<file path="src/rtl/reg_file_mp_if.sv">
// Bus bundle for reg_file_mp: read ports, write port,
// scoreboard set and clear-engine handshake.
interface reg_file_mp_if #(
  parameter int DATA_W   = 19,
  parameter int NUM_REGS = 32,
  parameter int ADDR_W   = $clog2(NUM_REGS),
  parameter int NUM_RD   = 2
);
  logic [NUM_RD*ADDR_W-1:0] rd_addr;
  logic [NUM_RD*DATA_W-1:0] rd_data;
  logic [NUM_RD-1:0]        rd_pending;
  logic                     wr_en;
  logic [ADDR_W-1:0]        wr_addr;
  logic [DATA_W-1:0]        wr_data;
  logic                     sb_set;
  logic [ADDR_W-1:0]        sb_addr;
  logic                     clr_req;
  logic                     clr_busy;
  logic                     clr_done;

  modport master (
    output rd_addr, wr_en, wr_addr, wr_data,
    output sb_set, sb_addr, clr_req,
    input  rd_data, rd_pending, clr_busy, clr_done
  );

  modport slave (
    input  rd_addr, wr_en, wr_addr, wr_data,
    input  sb_set, sb_addr, clr_req,
    output rd_data, rd_pending, clr_busy, clr_done
  );
endinterface

</file>
<file path="src/rtl/reg_file_mp.sv">
// Multi-read-port register file with zero register, write bypass,
// pending scoreboard and a one-entry-per-cycle clear engine.
module reg_file_mp #(
  parameter int DATA_W   = 19,
  parameter int NUM_REGS = 32,
  parameter int ADDR_W   = $clog2(NUM_REGS),
  parameter int NUM_RD   = 2,
  parameter int ZERO_REG = 1,
  parameter int BYPASS   = 1
) (
  input  logic        clk,
  input  logic        rst,
  reg_file_mp_if.slave bus
);

  typedef enum logic {
    IDLE,
    CLEAR
  } state_e;

  localparam logic [ADDR_W-1:0] LAST = ADDR_W'(NUM_REGS - 1);

  function automatic logic in_range(input logic [ADDR_W-1:0] a);
    return 32'(a) < 32'(NUM_REGS);
  endfunction

  function automatic logic is_zero(input logic [ADDR_W-1:0] a);
    return (ZERO_REG != 0) && (a == '0);
  endfunction

  logic [DATA_W-1:0]   regs_q [NUM_REGS];
  logic [DATA_W-1:0]   regs_d [NUM_REGS];
  logic [NUM_REGS-1:0] pend_q;
  logic [NUM_REGS-1:0] pend_d;
  state_e              state_q;
  state_e              state_d;
  logic [ADDR_W-1:0]   idx_q;
  logic [ADDR_W-1:0]   idx_d;
  logic                busy_q;
  logic                busy_d;
  logic                done_q;
  logic                done_d;
  logic                wr_ok;
  logic                sb_ok;

  assign wr_ok = bus.wr_en && in_range(bus.wr_addr)
               && !is_zero(bus.wr_addr);
  assign sb_ok = bus.sb_set && in_range(bus.sb_addr)
               && !is_zero(bus.sb_addr);

  always_ff @(posedge clk or posedge rst) begin
    if (rst) begin
      for (int i = 0; i < NUM_REGS; i++) regs_q[i] <= '0;
      pend_q  <= '0;
      state_q <= IDLE;
      idx_q   <= '0;
      busy_q  <= 1'b0;
      done_q  <= 1'b0;
    end else begin
      regs_q  <= regs_d;
      pend_q  <= pend_d;
      state_q <= state_d;
      idx_q   <= idx_d;
      busy_q  <= busy_d;
      done_q  <= done_d;
    end
  end

  // Engine clear goes first so a same-cycle user write overrides it,
  // and the scoreboard set goes last so it beats a same-cycle write.
  always_comb begin
    regs_d  = regs_q;
    pend_d  = pend_q;
    state_d = state_q;
    idx_d   = idx_q;
    done_d  = 1'b0;
    unique case (state_q)
      IDLE: begin
        if (bus.clr_req) begin
          state_d = CLEAR;
          idx_d   = '0;
          pend_d  = '0;
        end
      end
      CLEAR: begin
        regs_d[idx_q] = '0;
        idx_d = idx_q + 1'b1;
        if (idx_q == LAST) begin
          state_d = IDLE;
          idx_d   = '0;
          done_d  = 1'b1;
        end
      end
      default: state_d = IDLE;
    endcase
    if (wr_ok) begin
      regs_d[bus.wr_addr] = bus.wr_data;
      pend_d[bus.wr_addr] = 1'b0;
    end
    if (sb_ok) pend_d[bus.sb_addr] = 1'b1;
    busy_d = (state_d == CLEAR);
  end

  logic [NUM_RD*DATA_W-1:0] rd_data_w;
  logic [NUM_RD-1:0]        rd_pend_w;

  for (genvar p = 0; p < NUM_RD; p++) begin : g_rd
    logic [ADDR_W-1:0] a;
    logic              blank;
    logic              byp;
    assign a     = bus.rd_addr[p*ADDR_W +: ADDR_W];
    assign blank = is_zero(a) || !in_range(a);
    assign byp   = (BYPASS != 0) && wr_ok && (bus.wr_addr == a);
    assign rd_data_w[p*DATA_W +: DATA_W] =
      blank ? '0 : (byp ? bus.wr_data : regs_q[a]);
    assign rd_pend_w[p] = !blank && !byp && pend_q[a];
  end

  assign bus.rd_data    = rd_data_w;
  assign bus.rd_pending = rd_pend_w;
  assign bus.clr_busy   = busy_q;
  assign bus.clr_done   = done_q;

endmodule

</file>
<file path="src/flat_wrapper.sv">
// flat-port wrapper written by rule: the top's interface ports become plain ports
module reg_file_mp_flat 
#(
  parameter int DATA_W   = 19,
  parameter int NUM_REGS = 32,
  parameter int ADDR_W   = $clog2(NUM_REGS),
  parameter int NUM_RD   = 2,
  parameter int ZERO_REG = 1,
  parameter int BYPASS   = 1
)
  (clk, rst, bus_rd_addr, bus_wr_en, bus_wr_addr, bus_wr_data, bus_sb_set, bus_sb_addr, bus_clr_req, bus_rd_data, bus_rd_pending, bus_clr_busy, bus_clr_done);
  reg_file_mp_if #(.DATA_W(DATA_W), .NUM_REGS(NUM_REGS), .ADDR_W(ADDR_W), .NUM_RD(NUM_RD)) bus_i ();
  input  logic clk;
  input  logic rst;
  input wire logic [$bits(bus_i.rd_addr)-1:0] bus_rd_addr;
  input wire logic [$bits(bus_i.wr_en)-1:0] bus_wr_en;
  input wire logic [$bits(bus_i.wr_addr)-1:0] bus_wr_addr;
  input wire logic [$bits(bus_i.wr_data)-1:0] bus_wr_data;
  input wire logic [$bits(bus_i.sb_set)-1:0] bus_sb_set;
  input wire logic [$bits(bus_i.sb_addr)-1:0] bus_sb_addr;
  input wire logic [$bits(bus_i.clr_req)-1:0] bus_clr_req;
  output wire logic [$bits(bus_i.rd_data)-1:0] bus_rd_data;
  output wire logic [$bits(bus_i.rd_pending)-1:0] bus_rd_pending;
  output wire logic [$bits(bus_i.clr_busy)-1:0] bus_clr_busy;
  output wire logic [$bits(bus_i.clr_done)-1:0] bus_clr_done;
  assign bus_i.rd_addr = bus_rd_addr;
  assign bus_i.wr_en = bus_wr_en;
  assign bus_i.wr_addr = bus_wr_addr;
  assign bus_i.wr_data = bus_wr_data;
  assign bus_i.sb_set = bus_sb_set;
  assign bus_i.sb_addr = bus_sb_addr;
  assign bus_i.clr_req = bus_clr_req;
  assign bus_rd_data = bus_i.rd_data;
  assign bus_rd_pending = bus_i.rd_pending;
  assign bus_clr_busy = bus_i.clr_busy;
  assign bus_clr_done = bus_i.clr_done;
  reg_file_mp #(.DATA_W(DATA_W), .NUM_REGS(NUM_REGS), .ADDR_W(ADDR_W), .NUM_RD(NUM_RD), .ZERO_REG(ZERO_REG), .BYPASS(BYPASS)) u_core (.clk(clk), .rst(rst), .bus(bus_i));
endmodule
</file>
<file path="config.mk">
export PLATFORM = sky130hd
export DESIGN_NAME = reg_file_mp_flat
export DESIGN_NICKNAME = d
export VERILOG_FILES = /design/src/rtl/reg_file_mp_if.sv /design/src/rtl/reg_file_mp.sv /design/src/flat_wrapper.sv
export SDC_FILE = /design/constraint.sdc
export NUM_CORES = 2
export LEC_CHECK = 0
export BUFFER_PORTS_ARGS = -buffer_cell sky130_fd_sc_hd__buf_2
export CORE_UTILIZATION = 55
export DETAILED_ROUTE_END_ITERATION = 8
export PLACE_DENSITY_LB_ADDON = 0.3
export SLEW_MARGIN = 20
export SYNTH_ARGS = -nofsm -noshare
export SYNTH_HDL_FRONTEND = slang
export SYNTH_SLANG_ARGS = --single-unit
</file>
<file path="constraint.sdc">
create_clock -name clk -period 42.1 [get_ports clk]
set_input_delay 2.105 -clock clk [delete_from_list [all_inputs] [get_ports clk]]
set_output_delay 2.105 -clock clk [all_outputs]
set_load 0.05 [all_outputs]
</file>
==> results.md <==
- Final Max Tran Viols: 0
- Family with the most delay on the worst path: buffers and inverters
- Rel. slew slack: 17.7%
- Worst-Margin Slew: around 1.2 ns
- Worst Path Class, Setup: in -> out
- H-tree Lvls: 3
- P_leak: around 17 nW
- Flop2flop setup slack: around 39 ns
- Number of flops mapped to enable cells by yosys: 0
- Fmax: 128 MHz
- Switching share of power: between 30% and 40%
- Reg area: roughly 16000 um^2
- CTS sink cnt: ~650
- Layout Skew: between 0.01 and 0.015 ns
- Final-report hold violation count: 0
- Slowest stage delay, CP: roughly 0.98 ns
- Grt ovf: 0
- DRC Markers: 0
- Setup TNS: 0 ns
- Top cells by count, synth: dfrtp_1, a22o_1, mux4_2, clkbuf_1, mux2i_1
- Register bit total from synthesis: roughly 650
- Crit. End Element: output port
- Maxcap violations: 0
- Maximum vdd drop: between 0.04 and 0.05 mV
- Min cycle time layout: roughly 8 ns
- Core box area: just over 60000 um^2
- Hpwl dp: ~75000 um
- Final wirelength: roughly 130000 um
- # IOs: 86
- Met2 wire len: approximately 53000 um
- Layout area overhead: 10.1%
- Routed wl met3: slightly above 20000 um
- Row cnt: 90
- Yosys warnings: 0
- WP buf/inv: 3
- Setup violators final: 0
- Clk slew on worst S/H paths: 0.06 ns
- Clock latency on the worst-skew pair: between 0.6 and 0.7 ns
- Post-synth top area share: a little under half
- Vias in the first global route: about 28000
- Metal-1 WL: around 45000 um
- Initial Util: roughly 56%
- Multi-input gate area: between 15000 and 20000 um^2
- Detailed Route Iter0 Violations: 4540
- Mapped Area: 34100 um^2
- DR vias/cell: a little over 8
- Post-layout net count: between 2000 and 3000
- CTS Buffer Depth: 3
- Power Density: a little under 70 nW/um^2
- Status: finished, final reports clean
- Data arrival time of the worst path: 5.71 ns
- First-pass GRT wire length: ~190000 um
- Layout cells sized above 1: between 20% and 30%
- Ranking of synthesized cells by area: dfrtp_1, mux4_2, a22o_1
- Crit Path Max Fanout: roughly 80
- Ys flop type: dfrtp_1
- CTS buffer count: 69
- Slowest cell on the critical path: a2111oi_0
- Flop pwr share: 43.4%
- Net Sw Power: a little under 0.9 mW
- Largest net degree at the start of global routing: between 100 and 150
- Die W: 251 um
- Cell Chain, Critical Path: buf_8 > buf_4 > mux4_1 > mux2_2 > a2111oi_0 > o31ai_1 > buf_2
- Drt first pass iters: 8
- Top-count cell post-synth: dfrtp_1
- Comb pwr share: 32.0%
- Syn Nets: around 2700
- Worst setup SP type: primary input
- Final ANT Viol Nets: 0
- Post-synthesis sequential area ratio: between 40% and 50%
- TritonCTS clock tree: done
- Clk root buf: clkbuf_16
- Avg WL per Cell: approximately 38 um
- Post-synth cell types: 53
- Post-CTS Setup Repair Bufs: 0
- Mean Syn Cell Area: between 10 and 15 um^2
- WP data required: around 40 ns
- Async SR Flop Fraction: 100%
- Final period util: between 10% and 20%
- DR vias: between 20000 and 30000
- Resized cells post-CTS: 0
- RSZ-0062 raised after global routing: no
- Finished Core Util: roughly 62%
- I/O Buffers: 85
- Hold Buf Count CTS: 0
- Clk network pwr share: 24.6%
- Power Total: ~2.6 mW
- RD Place Congestion: slightly below 1
- Top Layer Used: met5
- Synthesized instance count: ~2600
- Die area: 62900 um^2
- Initial antenna violation count: 6
- P_int: roughly 1.7 mW
- Fill count: around 4500
- Overall Global Routing Usage: 40.9%
- Hold crit path type: reg -> reg
- Die Ht: 251 um
- Synth area leader: dfrtp_1
per-stage QoR:
| stage | std cells | cell area (um^2) | setup slack [ns] | hold slack (ns) |
|---|---|---|---|---|
| 2_1_floorplan | 2612 | 34100 | 21.87 | 0.458 |
| 3_3_place_gp | 3252 | 35100 | 34.46 | 0.477 |
| 3_5_place_dp | 3252 | 35100 | 34.46 | 0.492 |
| 4_1_cts | 3364 | 37400 | 34.47 | 0.509 |
| 5_1_grt | 3367 | 37500 | 34.16 | 0.516 |
| 6_report | 3373 | 37500 | 34.28 | 0.507 |
power groups by stage:
stage          Clock, mW  Combinational (mW)  Sequential (mW)
2_1_floorplan          0               0.598             1.02
4_1_cts            0.631               0.795             1.09
6_report           0.631               0.820             1.11
5_1_grt            0.656               0.852             1.13
3_5_place_dp           0               0.790             1.10
3_3_place_gp           0               0.768             1.07
cells in the final DEF, fill, tap and decap left out, drive strengths merged, types with 5 or more instances in the layout:
cell,n
a22oi,52
nor2,72
and2,32
dfrtp,647
inv,6
xnor2,9
diode,6
bufinv,6
mux2,29
mux2i,186
o21ai,39
a221o,18
nand2,112
mux4,241
a21oi,59
nand2b,8
nor2b,16
o211ai,7
nand3,21
a32o,20
nand4,9
o2bb2ai,43
a2111oi,20
clkbuf,98
o221ai,28
ha,5
clkinv,8
o22ai,57
buf,164
o31ai,12
a22o,530
tightest hold or removal path, stage by stage (launching register included):
cell     delay [ns]
dfrtp_1        0.36
nand2_1        0.05
o21ai_0        0.06
state kept, by name, summed over array words and instances (netlist names):
signal,cells
u_core.pend_q,32
u_core.regs_q,608
u_core.state_q,1
u_core.idx_q,5
u_core.bus.clr_done,1
final cells by class:
class | instances | share of cell area (%)
well taps | 782 | 2.61
clock buffers | 98 | 5.53
repair buffers | 164 | 2.94
inverters | 7 | 0.0901
diodes | 6 | 0.0401
multi-input cells | 1655 | 45.0
clock inverters | 14 | 0.594
flip-flops and latches | 647 | 43.2
metal layers:
layer  vias to the layer above  track usage, %
met5                         -            1.39
met2                      2686            56.0
met3                       580            17.8
met1                     14100            53.6
li1                      10300               -
met4                         6            24.6
kinds of logic after synthesis:
logic type	count (synthesis)	synth area share (%)
AO/OA/AOI/OAI	892	21.4
XOR/XNOR	12	0.309
adder cells (fa/ha/maj)	5	0.184
buffers and inverters	310	4.06
flip-flops	647	47.5
multiplexers	456	22.6
AND/OR/NAND/NOR	290	3.96
path summary, 6_finish.rpt:
kind | from | to | depth (start not counted)
max reg2reg | u_core.idx_q[0] | u_core.regs_q[592] | 5
min in group asynchronous | rst | u_core.regs_q[4] | 2
max in group asynchronous | rst | u_core.regs_q[550] | 5
max | bus_rd_addr[5] | bus_rd_data[19] | 7
min | u_core.regs_q[569] | u_core.regs_q[569] | 2
min reg2reg | u_core.regs_q[569] | u_core.regs_q[569] | 2
No activity file was read; power rests on OpenSTA's default activity.
